`config.mk`:
```
export PLATFORM = sky130hd
export DESIGN_NAME = pmem_line_adapter
export DESIGN_NICKNAME = d
export VERILOG_FILES = /design/src/rtl/lc3b_types.sv /design/src/rtl/pmem_line_buffer.sv /design/src/rtl/pmem_line_adapter.sv
export SDC_FILE = /design/constraint.sdc
export NUM_CORES = 1
export LEC_CHECK = 0
export CORE_ASPECT_RATIO = 2
export CORE_MARGIN = 2
export CORE_UTILIZATION = 40
export DETAILED_ROUTE_END_ITERATION = 7
export PLACE_DENSITY_LB_ADDON = 0.25
export SYNTH_ARGS = -nofsm -noshare
export SYNTH_HDL_FRONTEND = slang
export SYNTH_SLANG_ARGS = --single-unit
```
`constraint.sdc`:
```
create_clock -name clk -period 6.3 [get_ports clk]
set_input_delay 1.26 -clock clk [delete_from_list [all_inputs] [get_ports clk]]
set_output_delay 1.26 -clock clk [all_outputs]
set_load 0.05 [all_outputs]
```
`src/rtl/lc3b_types.sv`:
```
// Shared LC-3b memory-system types: the cache line and its geometry.
package lc3b_types;

    typedef logic [127:0] lc3b_line;

    localparam int LC3B_LINE_WORDS  = 8;
    localparam int LC3B_OFFSET_BITS = 4;

endpackage

```
`src/rtl/pmem_line_buffer.sv`:
```
// One cache line held as a register, addressable as whole line or by beat index.
module pmem_line_buffer #(
    parameter int WORD_WIDTH = 16,
    parameter int LINE_WORDS = 8,
    parameter int IDX_W      = $clog2(LINE_WORDS)
) (
    input  logic                             clk,
    input  logic                             reset_n,
    input  logic                             load,
    input  logic [WORD_WIDTH*LINE_WORDS-1:0] load_line,
    input  logic                             word_we,
    input  logic [IDX_W-1:0]                 word_idx,
    input  logic [WORD_WIDTH-1:0]            word_in,
    input  logic [IDX_W-1:0]                 rd_idx,
    output logic [WORD_WIDTH-1:0]            word_out,
    output logic [WORD_WIDTH*LINE_WORDS-1:0] line_out
);

    logic [WORD_WIDTH*LINE_WORDS-1:0] line_q;

    // A full-line load wins over a single-beat write.
    always_ff @(posedge clk or negedge reset_n) begin
        if (!reset_n) begin
            line_q <= '0;
        end else if (load) begin
            line_q <= load_line;
        end else if (word_we) begin
            line_q[word_idx*WORD_WIDTH +: WORD_WIDTH] <= word_in;
        end
    end

    assign word_out = line_q[rd_idx*WORD_WIDTH +: WORD_WIDTH];
    assign line_out = line_q;

endmodule

```
`src/rtl/pmem_line_adapter.sv`:
```
// Cache-side line responder that splits each 128-bit line transfer into
// LINE_WORDS sequential word accesses on the narrow word-memory port.
module pmem_line_adapter
    import lc3b_types::*;
#(
    parameter int WORD_WIDTH = 16,
    parameter int LINE_WORDS = LC3B_LINE_WORDS,
    parameter int ADDR_WIDTH = 16
) (
    input  logic                  clk,
    input  logic                  reset_n,
    input  logic                  pmem_read,
    input  logic                  pmem_write,
    input  logic [ADDR_WIDTH-1:0] pmem_address,
    input  lc3b_line              pmem_wdata,
    output lc3b_line              pmem_rdata,
    output logic                  pmem_resp,
    output logic                  wmem_read,
    output logic                  wmem_write,
    output logic [ADDR_WIDTH-1:0] wmem_address,
    output logic [WORD_WIDTH-1:0] wmem_wdata,
    input  logic [WORD_WIDTH-1:0] wmem_rdata,
    input  logic                  wmem_resp
);

    localparam int CNT_W      = $clog2(LINE_WORDS);
    localparam int BYTE_SHIFT = $clog2(WORD_WIDTH / 8);
    localparam logic [CNT_W-1:0] LAST_BEAT = CNT_W'(LINE_WORDS - 1);

    typedef enum logic [1:0] {
        IDLE,
        RD_BURST,
        WR_BURST,
        RESP
    } state_t;

    state_t                state_q, state_d;
    logic [CNT_W-1:0]      cnt_q;
    logic [ADDR_WIDTH-1:0] base_q;
    logic [ADDR_WIDTH-1:0] beat_offset;
    logic                  capture;
    logic                  in_burst;
    logic [WORD_WIDTH-1:0] wr_word;
    logic [WORD_WIDTH-1:0] rd_word_unused;
    lc3b_line              wr_line_unused;
    logic [LC3B_OFFSET_BITS-1:0] addr_low_unused;

    assign capture         = (state_q == IDLE) && (pmem_read || pmem_write);
    assign in_burst        = (state_q == RD_BURST) || (state_q == WR_BURST);
    assign beat_offset     = ADDR_WIDTH'(cnt_q) << BYTE_SHIFT;
    assign addr_low_unused = pmem_address[LC3B_OFFSET_BITS-1:0];

    always_ff @(posedge clk or negedge reset_n) begin
        if (!reset_n) begin
            state_q <= IDLE;
        end else begin
            state_q <= state_d;
        end
    end

    // The counter wraps back to zero after the last beat; it is reloaded on capture anyway.
    always_ff @(posedge clk or negedge reset_n) begin
        if (!reset_n) begin
            cnt_q  <= '0;
            base_q <= '0;
        end else if (capture) begin
            cnt_q  <= '0;
            base_q <= {pmem_address[ADDR_WIDTH-1:LC3B_OFFSET_BITS], {LC3B_OFFSET_BITS{1'b0}}};
        end else if (in_burst && wmem_resp) begin
            cnt_q  <= cnt_q + 1'b1;
        end
    end

    always_comb begin
        state_d = state_q;
        unique case (state_q)
            IDLE: begin
                if (pmem_write) begin
                    state_d = WR_BURST;
                end else if (pmem_read) begin
                    state_d = RD_BURST;
                end
            end
            RD_BURST, WR_BURST: begin
                if (wmem_resp && (cnt_q == LAST_BEAT)) begin
                    state_d = RESP;
                end
            end
            RESP: state_d = IDLE;
            default: state_d = IDLE;
        endcase
    end

    always_comb begin
        pmem_resp    = (state_q == RESP);
        wmem_read    = (state_q == RD_BURST);
        wmem_write   = (state_q == WR_BURST);
        wmem_address = '0;
        wmem_wdata   = '0;
        if (in_burst) begin
            wmem_address = base_q + beat_offset;
            wmem_wdata   = wr_word;
        end
    end

    // Separate buffers so a write burst never disturbs the last read line.
    pmem_line_buffer #(
        .WORD_WIDTH (WORD_WIDTH),
        .LINE_WORDS (LINE_WORDS)
    ) u_rd_buf (
        .clk       (clk),
        .reset_n   (reset_n),
        .load      (1'b0),
        .load_line ('0),
        .word_we   ((state_q == RD_BURST) && wmem_resp),
        .word_idx  (cnt_q),
        .word_in   (wmem_rdata),
        .rd_idx    (cnt_q),
        .word_out  (rd_word_unused),
        .line_out  (pmem_rdata)
    );

    pmem_line_buffer #(
        .WORD_WIDTH (WORD_WIDTH),
        .LINE_WORDS (LINE_WORDS)
    ) u_wr_buf (
        .clk       (clk),
        .reset_n   (reset_n),
        .load      (capture && pmem_write),
        .load_line (pmem_wdata),
        .word_we   (1'b0),
        .word_idx  ('0),
        .word_in   ('0),
        .rd_idx    (cnt_q),
        .word_out  (wr_word),
        .line_out  (wr_line_unused)
    );

endmodule
```
==> reports/results.md, run 1 <==
| Group | Item | Reported |
|---|---|---|
| timing | Clock Skew | 0.008302 ns |
| timing | Tmin final | 4.681 ns |
| floorplanning | Row count | 89 |
| yosys | Average cell area after synthesis | 14.65 µm² |
| yosys | Most common library cells after synthesis | 273 x sky130_fd_sc_hd__dfrtp_1, 236 x sky130_fd_sc_hd__mux2_2, 52 x sky130_fd_sc_hd__nand2_1 |
| floorplanning | Initial core utilization | 0.4057 |
| yosys | Synth cell types | 37 |
| yosys | Nets in the synthesized netlist | 991 |
| worst hold path | Class of the most critical hold timing path | flop to flop |
| floorplanning | Die X | 126.3 µm |
| final layout | Ratio of cells with drive above 1 in the final layout | 0.3032 |
| floorplanning | Full die area | 0.03142 mm² |
| floorplanning | Core area | 0.02951 mm² |
| timing | Worst Max-Slew Pin Slew | 1.018 ns |
| yosys | FF+latch count, synth | 273 |
| power | Sequential share of power | 0.335 |
| yosys | Number of enable-type register cells in the synthesized netlist | 0 |
| yosys | Flip-flop cell with the highest count after synthesis | sky130_fd_sc_hd__dfrtp_1 |
| worst setup path | Kind of end point of the critical path | output pin |
| placed design | Detailed placement HPWL | 24480 µm |
| clock tree | Clock sink count | 273 |
| clock tree | Clock Pin Slew Worst Setup and Hold Paths | 0.07 ns |
| floorplanning | Vert. Die Dim | 248.7 µm |
| clock tree | CTS buffer count | 26 |
| timing | Number of hold violations in the final report | 0 |
| yosys | Synthesized instance count | 817 |
| routing | Remaining routing DRC violations | 0 |
| clock tree | CTS tree | built |
| power | Clock group share of total power | 0.191 |
| timing | Post-route setup TNS | 0 ns |
| yosys | Proportion of synthesized chip area in sequential cells | 0.5706 |
| clock tree | Number of resized instances in the post-cts repair step | 0 |
| routing | Number of iterations in the first detailed-routing pass | 4 |
| power | Peak VDD IR | 544.7 µV |
| yosys | Dominant cell by count in the synthesized netlist | sky130_fd_sc_hd__dfrtp_1 |
| final layout | Number of nets in the final layout | 1306 |
| timing | Highest attainable clock frequency | 0.2136 GHz |
| yosys | Fraction of registers with async set/reset | 1.000 |
| grt | Global-route total usage across every layer | 0.2131 |
| power | Switching Fraction | 0.3961 |
| clock tree | Total number of H-tree levels | 1 |
| power | Static power due to leakage | 0.007185 µW |
| power | Net Sw Power | 3271 µW |
| outcome | Status | finished clean |
| timing | Setup violations, final | 0 |
| worst setup path | Signal arrival time at the worst endpoint | 3.42 ns |
| clock tree | Clock tree root driver cell | sky130_fd_sc_hd__clkbuf_16 |
| placed design | IO buf count | 322 |
| grt | Global-route wire length before repair | 51380 µm |
| power | Areal power density over the cells | 504.0 mW/mm² |
| routing | Detailed-route vias per instance | 5.115 |
| yosys | Total number of yosys warnings | 0 |
| power | Part of the power in combinational logic | 0.474 |
| yosys | Cell taking the most area after synthesis | sky130_fd_sc_hd__dfrtp_1 |
| clock tree | Max Root-Sink Buffers | 3 |
| flow run | Number of max-cap violations | 0 |
| routing | DRT antenna net count | 0 |
| worst setup path | Worst endpoint required time | 5.04 ns |
| routing | Overall via count from detail_route | 7759 |
| grt | Via count of the first global-routing pass | 8641 |
| power | Internal power | 4987 µW |
| yosys | Synth area leaders | sky130_fd_sc_hd__dfrtp_1 57%, sky130_fd_sc_hd__mux2_2 22%, sky130_fd_sc_hd__mux4_2 6.0% |
| clock tree | Clock Latency Late Sink | 0.53 ns |
| timing | Unrepaired setup endpoints after global routing | false |
| yosys | Synth Cell Area | 0.01197 mm² |
| timing | Slew headroom | 0.3199 |
| grt | Largest net degree at the start of global routing | 113 |
| clock tree | Hold-fix buffers at CTS | 0 |
| clock tree | Number of buffers added for setup after CTS | 0 |
| worst setup path | CP Max Fanout | 19 |
| floorplanning | I/O pin count | 328 |
| power | Total Power | 8259 µW |
| yosys | Area share of the largest cell type after synthesis | 0.5706 |
| grt | Initial antenna violation count | 2 |
| grt | Total congestion overflow after global routing | 0 |
| worst setup path | Crit path kind | flop to output pin |
| timing | Final worst-path cycle share | 0.7430 |
| worst setup path | Kind of launch point of the worst setup path | flop |
| final layout | Area growth from synthesis to final layout | 36.86% |
| routing | Initial detailed-routing violation count | 269 |
| timing | Max Transition Viols Final | 0 |
| routing | Overall routed net length | 33050 µm |
| routing | Mean routed wirelength per cell | 21.79 µm |
| placed design | Weighted congestion at the end of routability-driven global placement | 0.7980 |
## layout make-up
class,instances,area [µm²]
Sequential cell,273,6834
Clock inverter,8,96.34
Clock buffer,39,760.7
Timing Repair Buffer,335,3338
Multi-Input combinational cell,478,4828
Antenna cell,2,5.005
Inverter,18,67.56
Tap cell,364,455.4
Fill cell,2504,13120
## worst max-delay path: stages, from the launching register on
cell and delay [ns]:
sky130_fd_sc_hd__dfrtp_1 0.41, sky130_fd_sc_hd__inv_1 0.08, sky130_fd_sc_hd__ha_1 0.61, sky130_fd_sc_hd__clkinv_1 0.59, sky130_fd_sc_hd__a21oi_1 0.33, sky130_fd_sc_hd__clkdlybuf4s50_1 0.87
## power groups by stage
stage / sequential, µW / combinational (µW) / clock, µW
global placement: 2760 / 3930 / 0
detailed placement: 2800 / 3960 / 0
floorplan: 3140 / 2290 / 0
CTS: 2770 / 3980 / 1630
finish: 2770 / 3910 / 1580
global route: 2850 / 4140 / 1700
## path summary, 6_finish.rpt
kind                       depth (start not counted)        from                     end  slack (ns)
min in group asynchronous                          1     reset_n   u_wr_buf.line_out[41]        0.78
min reg2reg                                        1  base_q[13]              base_q[13]        0.50
max in group asynchronous                          2     reset_n                cnt_q[0]        4.19
min                                                1  base_q[13]              base_q[13]        0.50
max reg2reg                                        5    cnt_q[1]  u_rd_buf.line_out[107]        2.14
max                                                5  state_q[1]           wmem_wdata[4]        1.62
## stage by stage
step | worst slack, ns | cell area, µm² | std cells | hold WS (ns) | utilization
after detailed placement | 2.119 | 15520 | 1468 | 0.4870 | 0.5261
after global routing | 1.289 | 16390 | 1517 | 0.5112 | 0.5553
after CTS | 1.542 | 16380 | 1515 | 0.5014 | 0.5551
after global placement | 2.108 | 15520 | 1468 | 0.4822 | 0.5261
final | 1.619 | 16390 | 1517 | 0.4984 | 0.5553
after floorplan | 2.867 | 11970 | 817 | 0.4728 | -
## state kept, by name (all words and copies together), names as in the netlist
name               count
u_wr_buf.line_out    128
base_q                12
u_rd_buf.line_out    128
state_q                2
cnt_q                  3
## cell families after synthesis
logic type      count (synthesis)  synth area share
mux                           299            0.3164
flops                         273            0.5706
simple gates                  141           0.06365
buf+inv                        66           0.02675
compound gates                 27           0.01212
fa+ha+maj                       9          0.009406
other cells                     1         0.0003132
xor+xnor                        1         0.0007317
## layout by cell type, fill, tap and decap left out, types with 2 or more instances in the layout
master and instances:
sky130_fd_sc_hd__a21oi_1 18, sky130_fd_sc_hd__and2_1 33, sky130_fd_sc_hd__and3_1 11, sky130_fd_sc_hd__buf_4 12
sky130_fd_sc_hd__bufinv_16 2, sky130_fd_sc_hd__clkbuf_1 8, sky130_fd_sc_hd__clkbuf_16 27, sky130_fd_sc_hd__clkbuf_8 4
sky130_fd_sc_hd__clkdlybuf4s50_1 321, sky130_fd_sc_hd__clkinv_1 2, sky130_fd_sc_hd__clkinv_2 4, sky130_fd_sc_hd__dfrtp_1 271
sky130_fd_sc_hd__dfrtp_2 2, sky130_fd_sc_hd__diode_2 2, sky130_fd_sc_hd__ha_1 9, sky130_fd_sc_hd__inv_1 16
sky130_fd_sc_hd__mux2_2 236, sky130_fd_sc_hd__mux2_4 20, sky130_fd_sc_hd__mux2i_1 11, sky130_fd_sc_hd__mux4_2 32
sky130_fd_sc_hd__nand2_1 51, sky130_fd_sc_hd__nand2b_1 3, sky130_fd_sc_hd__nand3_1 2, sky130_fd_sc_hd__nor2_1 11
sky130_fd_sc_hd__nor2b_1 18, sky130_fd_sc_hd__nor3_2 2, sky130_fd_sc_hd__o21ai_0 5, sky130_fd_sc_hd__o31ai_1 3
## per-layer routing
layer  GRT usage  routed length, µm  part of all wire  vias to the layer above
met2      0.4246              19540              0.59                      231
met5           0                  0                 0                        -
met1      0.2185              11020              0.33                     3992
li1            -                  -                 -                     3492
met3     0.03765               1631             0.049                       44
met4     0.06719                851             0.026                        0
No activity file was read; power rests on OpenSTA's default activity.
==> run 2, diff against run 1 <==
==> constraint.sdc (replaced) <==
create_clock -name clk -period 4.2 [get_ports clk]
set_input_delay 0.84 -clock clk [delete_from_list [all_inputs] [get_ports clk]]
set_output_delay 0.84 -clock clk [all_outputs]
set_load 0.05 [all_outputs]
==> run 2 against run 1 <==
Effect of this change:
- register-to-register slack worse by 1.6 ns
- via count grew 0.86%
- largest cell class unchanged
- count of clock-buffer cells in the layout shrank 3
- setup slack lost 1.3 ns
==> reports/results.md, run 2 (synthesis results as in run 1) <==
| Group | Item | Reported |
|---|---|---|
| outcome | Status | finished clean |
| power | Switching Fraction | 0.3976 |
| power | Part of the power in combinational logic | 0.481 |
| floorplanning | Row count | 89 |
| grt | Largest net degree at the start of global routing | 88 |
| worst setup path | CP Max Fanout | 16 |
| timing | Tightest hold margin | 0.2419 ns |
| routing | Mean routed wirelength per cell | 21.74 µm |
| final layout | Ratio of cells with drive above 1 in the final layout | 0.3165 |
| routing | Remaining routing DRC violations | 0 |
| routing | Initial detailed-routing violation count | 314 |
| power | Peak VDD IR | 616.5 µV |
| placed design | IO buf count | 322 |
| timing | Worst Max-Slew Pin Slew | 1.016 ns |
| power | Net Sw Power | 4965 µW |
| worst setup path | Worst endpoint required time | 3.36 ns |
| clock tree | Clock tree root driver cell | sky130_fd_sc_hd__clkbuf_16 |
| clock tree | Number of buffers added for setup after CTS | 0 |
| worst setup path | Signal arrival time at the worst endpoint | 3.07 ns |
| power | Sequential share of power | 0.327 |
| clock tree | Clock sink count | 273 |
| grt | Initial antenna violation count | 4 |
| floorplanning | Full die area | 0.03142 mm² |
| timing | Slew headroom | 0.3188 |
| power | Areal power density over the cells | 755.6 mW/mm² |
| timing | Final worst-path cycle share | 0.9308 |
| timing | Number of hold violations in the final report | 0 |
| grt | Global-route total usage across every layer | 0.2134 |
| routing | Overall via count from detail_route | 7826 |
| flow run | Number of max-cap violations | 0 |
| timing | Max Transition Viols Final | 0 |
| clock tree | Max Root-Sink Buffers | 3 |
| worst setup path | FF-to-FF path depth | 6 |
| final layout | Number of nets in the final layout | 1319 |
| grt | Via count of the first global-routing pass | 8681 |
| final layout | Most used cells in the layout excluding fill and tap cells | 321 x sky130_fd_sc_hd__clkdlybuf4s50_1, 271 x sky130_fd_sc_hd__dfrtp_1, 236 x sky130_fd_sc_hd__mux2_2, 51 x sky130_fd_sc_hd__nand2_1, 33 x sky130_fd_sc_hd__and2_1 |
| final layout | Area of combinational cells with multiple inputs | 0.004828 mm² |
| grt | Total congestion overflow after global routing | 0 |
| placed design | Detailed placement HPWL | 25570 µm |
| worst setup path | Kind of end point of the critical path | output pin |
| clock tree | Total number of H-tree levels | 1 |
| floorplanning | Initial core utilization | 0.4057 |
| clock tree | Clock Latency Late Sink | 0.55 ns |
| final layout | Sequential cell area | 0.006834 mm² |
| final layout | Layout fillers | 2464 |
| timing | Highest attainable clock frequency | 0.2558 GHz |
| floorplanning | Vert. Die Dim | 248.7 µm |
| clock tree | Clock Pin Slew Worst Setup and Hold Paths | 0.06 ns |
| timing | Setup violations, final | 0 |
| timing | Unrepaired setup endpoints after global routing | false |
| worst hold path | Class of the most critical hold timing path | input pin to async pin |
| worst setup path | Startpoint of the worst register-to-register path | cnt_q[1] |
| final layout | Most common cell after layout, fill and taps aside | sky130_fd_sc_hd__clkdlybuf4s50_1 |
| clock tree | CTS buffer count | 27 |
| routing | DRT antenna net count | 0 |
| routing | Detailed-route vias per instance | 5.102 |
| power | Static power due to leakage | 0.007275 µW |
| power | Internal power | 7523 µW |
| clock tree | Hold-fix buffers at CTS | 0 |
| worst setup path | Worst flop-to-flop path endpoint | u_rd_buf.line_out[109] |
| timing | Post-route setup TNS | 0 ns |
| worst setup path | Crit path kind | flop to output pin |
| floorplanning | I/O pin count | 328 |
| timing | Clock Skew | 0.01704 ns |
| power | Clock group share of total power | 0.191 |
| worst setup path | Register-to-register setup slack | 0.58 ns |
| final layout | Area growth from synthesis to final layout | 38.04% |
| worst setup path | Kind of launch point of the worst setup path | flop |
| clock tree | Number of resized instances in the post-cts repair step | 0 |
| floorplanning | Core area | 0.02951 mm² |
| clock tree | CTS tree | built |
| grt | Global-route wire length before repair | 51210 µm |
| placed design | Weighted congestion at the end of routability-driven global placement | 0.7978 |
| floorplanning | Die X | 126.3 µm |
| routing | Number of iterations in the first detailed-routing pass | 4 |
| timing | Tmin final | 3.909 ns |
| routing | Overall routed net length | 33350 µm |
-- run 2: changes by cell type in the layout (fill, tap and decap cells not counted) --
cell                        previous run  this run
sky130_fd_sc_hd__buf_4                12        22
sky130_fd_sc_hd__clkbuf_1              8         3
sky130_fd_sc_hd__clkinv_2              4         9
sky130_fd_sc_hd__buf_12                1         3
sky130_fd_sc_hd__clkbuf_8              4         6
sky130_fd_sc_hd__clkinv_4              0         2
sky130_fd_sc_hd__diode_2               2         4
sky130_fd_sc_hd__bufinv_16             2         1
-- run 2: worst max-delay path by stage --
stage                     from                      to  slack (ns)  cells after the start
floorplan           state_q[0]          wmem_wdata[10]        1.19                      6
global placement      cnt_q[1]  u_rd_buf.line_out[107]        0.58                      6
detailed placement    cnt_q[1]  u_rd_buf.line_out[102]        0.54                      6
CTS                   cnt_q[0]          wmem_wdata[11]        0.20                      5
global route          cnt_q[0]          wmem_wdata[11]        0.13                      5
finish                cnt_q[0]          wmem_wdata[11]        0.29                      5
-- run 2: layer usage --
metal / vias to the layer above / share of wire / routed length, µm / global-route usage
met5: - / 0 / 0 / 0
met4: 0 / 0.041 / 1380 / 0.09074
met3: 67 / 0.050 / 1680 / 0.03894
met2: 247 / 0.59 / 19680 / 0.4286
met1: 3989 / 0.32 / 10600 / 0.2040
li1: 3523 / - / - / -
-- run 2: metrics by stage --
stage | util | total power (µW) | worst slack (ns) | area, µm² | std cells
floorplan | - | 8145 | 1.187 | 11970 | 817
global placement | 0.5300 | 10120 | 0.5824 | 15640 | 1480
detailed placement | 0.5300 | 10230 | 0.5427 | 15640 | 1480
CTS | 0.5597 | 12660 | 0.2035 | 16520 | 1530
global route | 0.5601 | 13130 | 0.1282 | 16530 | 1534
finish | 0.5601 | 12490 | 0.2906 | 16530 | 1534
-- run 2: power groups by stage --
stage / registers (µW) / logic [µW] / clock network, µW
after floorplan: 4710 / 3440 / 0
after global placement: 4090 / 6030 / 0
after detailed placement: 4140 / 6080 / 0
after CTS: 4090 / 6110 / 2460
after global routing: 4210 / 6350 / 2570
final: 4090 / 6010 / 2390
-- run 2: worst max-delay path, stage by stage (launching register included) --
cell and delay [ns]:
sky130_fd_sc_hd__dfrtp_2 0.71, sky130_fd_sc_hd__buf_4 0.32, sky130_fd_sc_hd__mux4_2 0.58, sky130_fd_sc_hd__nand2_1 0.11, sky130_fd_sc_hd__a21oi_1 0.07, sky130_fd_sc_hd__clkdlybuf4s50_1 0.75
-- run 2: layout make-up --
class,count,share of cell area
tap,364,0.02756
sequential,273,0.4135
timing repair buffer,347,0.2089
multi-input combinational,478,0.2921
inverter,18,0.004088
clock buffer,36,0.04656
antenna,4,0.0006056
clock inverter,14,0.006586
==> run 3, diff against run 2 <==
--- a/config.mk
+++ b/config.mk
@@ -8,8 +8,9 @@
 export CORE_ASPECT_RATIO = 2
 export CORE_MARGIN = 2
 export CORE_UTILIZATION = 40
+export CTS_CLUSTER_DIAMETER = 40
 export DETAILED_ROUTE_END_ITERATION = 7
-export PLACE_DENSITY_LB_ADDON = 0.25
+export PLACE_DENSITY = 0.82
 export SYNTH_ARGS = -nofsm -noshare
 export SYNTH_HDL_FRONTEND = slang
 export SYNTH_SLANG_ARGS = --single-unit
==> run 3 against run 2 <==
Effect of this change:
- combinational power is 0.7% higher
- utilization is 0.23 points higher
- clock skew is 0.0074 ns higher
- clock power is 7% higher
- die area stayed put
- power is 1.7% higher
- sequential share of layout area is 0.17 points lower
- routed wire length is 2.1% higher
- register-to-register slack worse by 0.03 ns
- global-route usage is 0.49 points higher
==> reports/results.md, run 3 (synthesis results as in run 1) <==
| Group | Item | Reported |
|---|---|---|
| worst hold path | Class of the most critical hold timing path | input pin to async pin |
| routing | Mean routed wirelength per cell | 22.27 µm |
| final layout | Number of nets in the final layout | 1317 |
| placed design | Detailed placement HPWL | 25880 µm |
| power | Sequential share of power | 0.322 |
| timing | Clock Skew | 0.02440 ns |
| timing | Max Transition Viols Final | 0 |
| timing | Slew headroom | 0.3618 |
| floorplanning | Vert. Die Dim | 248.7 µm |
| routing | Remaining routing DRC violations | 0 |
| grt | Total congestion overflow after global routing | 0 |
| final layout | Final instance area | 0.01660 mm² |
| worst setup path | Worst endpoint required time | 3.36 ns |
| power | Static power due to leakage | 0.007289 µW |
| routing | Top layer in use | met4 |
| clock tree | Clock Latency Late Sink | 0.54 ns |
| floorplanning | Core area | 0.02951 mm² |
| clock tree | CTS buffer count | 27 |
| placed design | IO buf count | 322 |
| floorplanning | Initial core utilization | 0.4057 |
| clock tree | Clock sink count | 273 |
| routing | DRT antenna net count | 0 |
| floorplanning | Row count | 89 |
| power | Areal power density over the cells | 765.2 mW/mm² |
| routing | Detail Route met2 WL | 19610 µm |
| timing | Setup violations, final | 0 |
| timing | Tmin final | 3.861 ns |
| floorplanning | Die X | 126.3 µm |
| routing | Met3 wire length | 1614 µm |
| clock tree | CTS tree | built |
| worst setup path | Register-to-register setup slack | 0.55 ns |
| worst setup path | Setup crit start | cnt_q[2] |
| timing | Final worst-path cycle share | 0.9193 |
| clock tree | Number of buffers added for setup after CTS | 0 |
| final layout | Most used cells in the layout excluding fill and tap cells | 321 x sky130_fd_sc_hd__clkdlybuf4s50_1, 271 x sky130_fd_sc_hd__dfrtp_1, 236 x sky130_fd_sc_hd__mux2_2, 51 x sky130_fd_sc_hd__nand2_1, 33 x sky130_fd_sc_hd__and2_1 |
| timing | Number of hold violations in the final report | 0 |
| power | Part of the power in combinational logic | 0.476 |
| routing | Wl on met1 | 10810 µm |
| worst setup path | Startpoint of the worst register-to-register path | cnt_q[1] |
| worst setup path | Crit path kind | flop to output pin |
| grt | Global-route total usage across every layer | 0.2183 |
| floorplanning | Full die area | 0.03142 mm² |
| final layout | Ratio of cells with drive above 1 in the final layout | 0.3127 |
| power | Clock group share of total power | 0.201 |
| power | Net Sw Power | 5001 µW |
| worst setup path | FF-to-FF path depth | 6 |
| placed design | Instance area at placement | 0.01565 mm² |
| worst setup path | Signal arrival time at the worst endpoint | 3.02 ns |
| placed design | Place WS | 0.5329 ns |
| routing | Number of iterations in the first detailed-routing pass | 4 |
| routing | Overall via count from detail_route | 7957 |
| timing | Worst Max-Slew Pin Slew | 0.9573 ns |
| clock tree | Clock Pin Slew Worst Setup and Hold Paths | 0.06 ns |
| routing | Detailed-route vias per instance | 5.207 |
| clock tree | Clock tree root driver cell | sky130_fd_sc_hd__clkbuf_16 |
| timing | Worst Setup Slack, final | 0.3388 ns |
| floorplanning | I/O pin count | 328 |
| timing | Post-route setup TNS | 0 ns |
| clock tree | Number of resized instances in the post-cts repair step | 0 |
| grt | Via count of the first global-routing pass | 8850 |
| grt | Initial antenna violation count | 3 |
| worst setup path | Kind of end point of the critical path | output pin |
| timing | Unrepaired setup endpoints after global routing | false |
| power | Internal power | 7699 µW |
| placed design | Weighted congestion at the end of routability-driven global placement | 0.8116 |
| clock tree | Hold-fix buffers at CTS | 0 |
| clock tree | Total number of H-tree levels | 1 |
| worst setup path | Kind of launch point of the worst setup path | flop |
| power | Peak VDD IR | 649.3 µV |
| routing | Overall routed net length | 34030 µm |
| grt | Global-route wire length before repair | 52230 µm |
| grt | Largest net degree at the start of global routing | 121 |
| final layout | Area growth from synthesis to final layout | 38.61% |
| clock tree | Max Root-Sink Buffers | 3 |
| worst setup path | CP Max Fanout | 26 |
| worst setup path | Worst flop-to-flop path endpoint | u_rd_buf.line_out[109] |
| outcome | Status | finished clean |
| timing | Highest attainable clock frequency | 0.2590 GHz |
| power | Switching Fraction | 0.3938 |
| routing | Initial detailed-routing violation count | 361 |
| final layout | Most common cell after layout, fill and taps aside | sky130_fd_sc_hd__clkdlybuf4s50_1 |
| flow run | Number of max-cap violations | 0 |
run 3: area by class of cell:
| class | instances | area, µm² |
|---|---|---|
| well taps | 364 | 455.4 |
| clock inverters | 11 | 180.2 |
| diodes | 3 | 7.507 |
| repair buffers | 345 | 3463 |
| multi-input cells | 478 | 4828 |
| clock buffers | 36 | 759.5 |
| inverters | 18 | 67.56 |
| fillers | 2360 | 12910 |
| flip-flops and latches | 273 | 6834 |
run 3: worst max-delay path by stage:
stage,endpoint,slack [ns],cells after the start
floorplan,wmem_wdata[10],1.19,6
global placement,u_rd_buf.line_out[105],0.64,6
detailed placement,u_rd_buf.line_out[102],0.53,6
CTS,wmem_wdata[12],0.24,5
global route,wmem_wdata[11],0.15,5
finish,wmem_wdata[11],0.34,5
run 3: worst max-delay path, stage by stage, from the launching register on:
cell and delay [ns]:
sky130_fd_sc_hd__dfrtp_2 0.80, sky130_fd_sc_hd__buf_4 0.35, sky130_fd_sc_hd__mux4_2 0.29, sky130_fd_sc_hd__nand2_1 0.07, sky130_fd_sc_hd__a21oi_1 0.13, sky130_fd_sc_hd__clkdlybuf4s50_1 0.85
run 3: layer usage:
| layer | global-route usage | vias to the layer above |
|---|---|---|
| met4 | 0.1224 | 0 |
| li1 | - | 3521 |
| met5 | 0 | - |
| met2 | 0.4226 | 281 |
| met3 | 0.02991 | 81 |
| met1 | 0.2166 | 4074 |
run 3: power groups by stage:
| stage | Combinational (µW) | Clock, µW | Sequential (µW) |
|---|---|---|---|
| after floorplan | 3440 | 0 | 4710 |
| after global routing | 6400 | 2730 | 4210 |
| after detailed placement | 6120 | 0 | 4140 |
| after CTS | 6150 | 2610 | 4100 |
| final | 6050 | 2560 | 4090 |
| after global placement | 6020 | 0 | 4070 |
run 3: metrics by stage:
| step | hold slack (ns) | std cells | util | power [µW] |
|---|---|---|---|---|
| after floorplan | 0.4728 | 817 | - | 8145 |
| final | 0.3601 | 1528 | 0.5624 | 12700 |
| after global placement | 0.4814 | 1478 | 0.5303 | 10090 |
| after detailed placement | 0.4878 | 1478 | 0.5303 | 10250 |
| after CTS | 0.4432 | 1525 | 0.5621 | 12850 |
| after global routing | 0.4686 | 1528 | 0.5624 | 13330 |
